File: src/rtl/hazard_detect_unit.sv
// -----------------------------------------------------------------------------
// hazard_detect_unit
//
// ID-stage hazard producer for the ID/EX pipeline register. It detects
// load-use data hazards and taken-branch/jump control hazards. A small FSM
// stretches a stall or flush over several cycles when the memory or
// branch-resolution latency is deeper than one cycle.
//
// Outputs are combinational from the FSM state and the current inputs, so
// ID_EX, PC and IF_ID act on them at the next rising edge.
//
// Parameters:
//   LW_STALL_CYCLES  bubbles per load-use hazard (1..15)
//   BR_FLUSH_CYCLES  flush cycles per taken branch/jump (1..15)
//
// Ports:
//   clk                rising-edge clock
//   rst                synchronous reset, active high
//   ID_EX_MemRead      instruction in EX is a load
//   ID_EX_RegisterRt   destination register of that load
//   IF_ID_RegisterRs   rs of the instruction in ID
//   IF_ID_RegisterRt   rt of the instruction in ID
//   EX_Branch_taken    branch in EX resolved taken
//   EX_Jump            jump in EX
//   ID_Hazard_lwstall  to ID_EX: zero control bits (bubble)
//   ID_Hazard_Branch   to ID_EX: flush ID/EX contents
//   IF_Flush           to IF_ID: flush fetched instruction
//   PC_write           PC update enable
//   IF_ID_write        IF/ID register write enable
//   hazard_busy        FSM is not in IDLE
//
// Optional feature (macro HAZARD_PERF_EN):
//   lw_stall_count     cycles with ID_Hazard_lwstall=1 (saturating)
//   br_flush_count     cycles with ID_Hazard_Branch=1 (saturating)
// -----------------------------------------------------------------------------
module hazard_detect_unit #(
  parameter int unsigned LW_STALL_CYCLES = 32'd1,
  parameter int unsigned BR_FLUSH_CYCLES = 32'd1
) (
  input  logic       clk,
  input  logic       rst,
  input  logic       ID_EX_MemRead,
  input  logic [4:0] ID_EX_RegisterRt,
  input  logic [4:0] IF_ID_RegisterRs,
  input  logic [4:0] IF_ID_RegisterRt,
  input  logic       EX_Branch_taken,
  input  logic       EX_Jump,
  output logic       ID_Hazard_lwstall,
  output logic       ID_Hazard_Branch,
  output logic       IF_Flush,
  output logic       PC_write,
  output logic       IF_ID_write,
  output logic       hazard_busy
`ifdef HAZARD_PERF_EN
  ,
  output logic [31:0] lw_stall_count,
  output logic [31:0] br_flush_count
`endif
);

  localparam logic [1:0] IDLE     = 2'd0;
  localparam logic [1:0] LW_STALL = 2'd1;
  localparam logic [1:0] BR_FLUSH = 2'd2;

  // Remaining-cycle reload values; the first stall/flush cycle is spent in IDLE.
  localparam logic [3:0] LW_RELOAD = 4'(LW_STALL_CYCLES - 32'd1);
  localparam logic [3:0] BR_RELOAD = 4'(BR_FLUSH_CYCLES - 32'd1);
  localparam bit         LW_MULTI  = (LW_STALL_CYCLES > 32'd1);
  localparam bit         BR_MULTI  = (BR_FLUSH_CYCLES > 32'd1);

  logic [1:0] state_r;
  logic [1:0] state_nxt_s;
  logic [3:0] count_r;
  logic [3:0] count_nxt_s;
  logic       lw_hit_s;
  logic       br_hit_s;

  // Hazard terms; register $0 is hardwired zero so it never needs a stall.
  always_comb begin
    lw_hit_s = ID_EX_MemRead && (ID_EX_RegisterRt != 5'd0) &&
               ((ID_EX_RegisterRt == IF_ID_RegisterRs) ||
                (ID_EX_RegisterRt == IF_ID_RegisterRt));
    br_hit_s = EX_Branch_taken || EX_Jump;
  end

  // Output decode and next-state logic; branch always beats a pending stall.
  always_comb begin
    ID_Hazard_lwstall = 1'b0;
    ID_Hazard_Branch  = 1'b0;
    IF_Flush          = 1'b0;
    PC_write          = 1'b1;
    IF_ID_write       = 1'b1;
    hazard_busy       = 1'b0;
    state_nxt_s       = state_r;
    count_nxt_s       = count_r;
    if (rst) begin
      state_nxt_s = IDLE;
      count_nxt_s = 4'd0;
    end else begin
      hazard_busy = (state_r != IDLE);
      case (state_r)
        IDLE, LW_STALL: begin
          if (br_hit_s) begin
            ID_Hazard_Branch = 1'b1;
            IF_Flush         = 1'b1;
            if (BR_MULTI) begin
              state_nxt_s = BR_FLUSH;
              count_nxt_s = BR_RELOAD;
            end else begin
              state_nxt_s = IDLE;
              count_nxt_s = 4'd0;
            end
          end else if (state_r == LW_STALL) begin
            // Stall continues regardless of lw_hit until the count expires.
            ID_Hazard_lwstall = 1'b1;
            PC_write          = 1'b0;
            IF_ID_write       = 1'b0;
            if (count_r <= 4'd1) begin
              state_nxt_s = IDLE;
              count_nxt_s = 4'd0;
            end else begin
              count_nxt_s = count_r - 4'd1;
            end
          end else if (lw_hit_s) begin
            ID_Hazard_lwstall = 1'b1;
            PC_write          = 1'b0;
            IF_ID_write       = 1'b0;
            if (LW_MULTI) begin
              state_nxt_s = LW_STALL;
              count_nxt_s = LW_RELOAD;
            end else begin
              state_nxt_s = IDLE;
              count_nxt_s = 4'd0;
            end
          end else begin
            state_nxt_s = IDLE;
            count_nxt_s = 4'd0;
          end
        end
        BR_FLUSH: begin
          // Flush continues; a load-use hit is moot because ID is squashed.
          ID_Hazard_Branch = 1'b1;
          IF_Flush         = 1'b1;
          if (br_hit_s) begin
            count_nxt_s = BR_RELOAD;
          end else if (count_r <= 4'd1) begin
            state_nxt_s = IDLE;
            count_nxt_s = 4'd0;
          end else begin
            count_nxt_s = count_r - 4'd1;
          end
        end
        default: begin
          state_nxt_s = IDLE;
          count_nxt_s = 4'd0;
        end
      endcase
    end
  end

  // FSM state and remaining-cycle counter.
  always_ff @(posedge clk) begin
    if (rst) begin
      state_r <= IDLE;
      count_r <= 4'd0;
    end else begin
      state_r <= state_nxt_s;
      count_r <= count_nxt_s;
    end
  end

`ifdef HAZARD_PERF_EN
  // Saturating event counters for stall and flush cycles.
  always_ff @(posedge clk) begin
    if (rst) begin
      lw_stall_count <= 32'd0;
      br_flush_count <= 32'd0;
    end else begin
      if (ID_Hazard_lwstall && (lw_stall_count != 32'hFFFF_FFFF)) begin
        lw_stall_count <= lw_stall_count + 32'd1;
      end else begin
        lw_stall_count <= lw_stall_count;
      end
      if (ID_Hazard_Branch && (br_flush_count != 32'hFFFF_FFFF)) begin
        br_flush_count <= br_flush_count + 32'd1;
      end else begin
        br_flush_count <= br_flush_count;
      end
    end
  end
`endif

endmodule

File: config.mk
export PLATFORM = sky130hd
export DESIGN_NAME = hazard_detect_unit
export DESIGN_NICKNAME = d
export VERILOG_FILES = /design/src/rtl/hazard_detect_unit.sv
export SDC_FILE = /design/constraint.sdc
export NUM_CORES = 1
export LEC_CHECK = 0
export CAP_MARGIN = 20
export CORE_AREA = 2 2 39 41
export CTS_CLUSTER_SIZE = 10
export DETAILED_ROUTE_END_ITERATION = 10
export DIE_AREA = 0 0 41 43
export PLACE_DENSITY = 0.71
export SYNTH_ARGS = -nofsm -noshare
export SYNTH_HDL_FRONTEND = slang
export SYNTH_SLANG_ARGS = --single-unit
File: constraint.sdc
create_clock -name clk -period 1.4 [get_ports clk]
set_input_delay 0.21 -clock clk [delete_from_list [all_inputs] [get_ports clk]]
set_output_delay 0.21 -clock clk [all_outputs]
set_load 0.005 [all_outputs]
==> flow_summary.toml <==
[synthesis]
synthMuxAreaShare_pct = 0
synth_top_family_by_area = "XOR/XNOR gates"
synth_edf_count = 0
seq_area_frac_synth_pct = 28.2
netlist_area_um2 = 425
synth_cell_type_count = 20
async_reset_ff_share_pct = 0
ys_seq_elements = 6
synthSimpleGateAreaFrac_pct = 21.8
synth-adder-area-share_pct = 5.88
syn_avg_cell_area_um2 = 8.18
syn_inst = 52
yosysMostFrequentCell = "xnor2_1"
synth_ff_type = "dfxtp_1"
yosys.area.top_type_share_pct = 28.2
post-synth-top-area-cell = "dfxtp_1"
synth_xor_area_share_pct = 26.8
synth_area_leaders = "dfxtp_1, xnor2_1, nor2_1"
ys_warn_count = 0
synth_top_cells_by_count = "xnor2_1, nor2_1, dfxtp_1, nand3_1, nor3_1"
syn-num-nets = 74
synth-compound-area-share_pct = 12.1

[global_route]
use_met1_pct = 14.1
antenna_found_initial = 0
grt_pass1_vias = 504
grtUsageMet3_pct = 2.62
gr-usage-met2_pct = 28.7
busiest_layer = "met2"
grt_start_max_net_pins = 6
grt_first_pass_wirelength_um = 1860
overflow = 0
grtUsageTotal_pct = 15.3

[worst_setup_path]
path_max_fanout = 2
critical_path_class = "primary input to primary output"
r2r-start = "count_r[0]$_SDFF_PP0_"
start_kind = "primary input"
crit_start = "ID_EX_RegisterRt[1]"
worstPathArrival_ns = 1.37
end_kind = "primary output"
cp.required_ns = 1.19

[drt]
dr.pass1.iters = 2
drt_wl_total_um = 1170
drtIter0Drc = 2
drc = 0
dr_total_vias = 493
via_per_inst = 4.61
ant_nets = 0
wl_per_cell_um = 10.9

[die]
initial_core_util_pct = 30.7
pin_count = 26
coreArea_um2 = 1380
dieArea_um2 = 1760
die_w_um = 41
fp.dieH_um = 43
rows = 14

[place]
io_buffers = 25
gp_congestion = 0.673
placed_cell_area_um2 = 767
dp_hpwl_um = 946
dp_slack_ns = -0.817

[power]
vdd_ir_drop_max_mv = 0.237
powerDensity_nw_per_um2 = 559
p_leak_uw = 0.000438

[run_status]
violations = "negative setup slack"
status = "finished with violations"

[timing]
hold_viol_final = 0
max_freq_mhz = 632
max_slew.worst_pin.slew_ns = 0.234
setup_slack_ns = -0.182
finalSetupViolCount = 3
slew_violations = 0
maxSlewHeadroom_pct = 84.3
period_share_pct = 113
fin_crit_ns = 1.58
finClkSkew_ns = 0.00464
fin_tns_setup_ns = -0.436
rsz0062_at_grt = "true"

[finish]
finalInstanceArea_um2 = 816
regArea_um2 = 123
n_fill_cell = 131
diodes = 0
final_core_utilization_pct = 59.0
drive_gt1_share_pct = 34.1
fin_nets = 115
area_growth_pct = 91.8
multiInputGateArea_um2 = 313

[clock_tree]
cts_tree = "yes"
clock_sinks = 6
htree_levels = 1
cts_inserted_buffers = 3
cts-root-buf = "clkbuf_4"
clock_latency_ns = 0.24
cts_hold_buf = 0
cts.path.max_buffers = 2
clk_pin_slew_ns = 0.05

[min_path]
min_path_type = "primary input to flop"
hp-start = "EX_Jump"

[flow_run]
maxCapViolations = 0
[layer usage]
metal  vias up  share of wire (%)
li1        256                  -
met1       219                 34
met2        18                 59
met3         0                6.9
met4         0                  0
met5         -                  0
[worst max-delay path, cell delays in order]
cell	delay [ns]
buf_6	0.09
or3_4	0.37
o311a_1	0.31
buf_4	0.14
a21oi_2	0.13
buf_2	0.12
[area by class of cell]
class,instances,area share [%]
Inverter,2,0.920
Tap cell,16,2.45
Sequential cell,6,15.0
Timing Repair Buffer,38,40.5
Multi-Input combinational cell,42,38.3
Clock buffer,3,2.76
[state kept, by name (all words and copies together), names as in the netlist]
| register | cells |
|---|---|
| count_r | 4 |
| state_r | 2 |
[through the flow]
step,hold slack [ns],instances,power [µW]
final,0.402,107,456
after global routing,0.413,107,484
after CTS,0.476,106,464
after detailed placement,0.466,102,308
after global placement,0.446,102,306
after floorplan,0.374,52,216
[repair_timing]
item,CTS,global route
resized for setup,39,18
setup endpoints to repair,6,10
pin swaps,6,16
buffers inserted,1,1
[cell usage in the layout, fill, tap and decap left out, drive strengths merged]
master	synthesis	routed
buf	2	20
xnor2	12	12
dlymetal6s2s	0	9
nor2	8	8
dfxtp	6	6
clkbuf	0	5
dlygate4sd2	0	4
nand3	3	3
nor3	3	3
inv	2	2
nand2	2	2
o311a	2	2
ha	2	2
clkdlybuf4s50	0	2
o22ai	1	1
or3	1	1
nor4	1	1
and2	1	1
a21oi	1	1
a211oi	1	1
a21o	1	1
o21ai	1	1
xor2	1	1
and3	1	1
clkdlybuf4s15	0	1
[cell families after synthesis]
kind of cell    Yosys count
fa+ha+maj                 2
buf+inv                   4
flops                     6
compound gates            7
simple gates             20
xor+xnor                 13
[where the power goes]
| part | internal [µW] | switching, µW | leakage, µW |
|---|---|---|---|
| clock | 96.7 | 58.8 | 0.0000138 |
| sequential | 171 | 0 | 0.0000493 |
| combinational | 82.5 | 46.4 | 0.000375 |
| total | 351 | 105 | 0.000438 |
[worst paths after layout]
| check | end | slack, ns | cells after the start |
|---|---|---|---|
| worst max-delay path | PC_write | -0.18 | 6 |
| worst min-delay path | state_r[1]$_SDFFE_PP0P_ | 0.40 | 3 |
| worst max register to register | state_r[1]$_SDFFE_PP0P_ | 0.22 | 5 |
| worst min register to register | count_r[0]$_SDFF_PP0_ | 0.47 | 1 |
No activity file was read; power rests on OpenSTA's default activity.
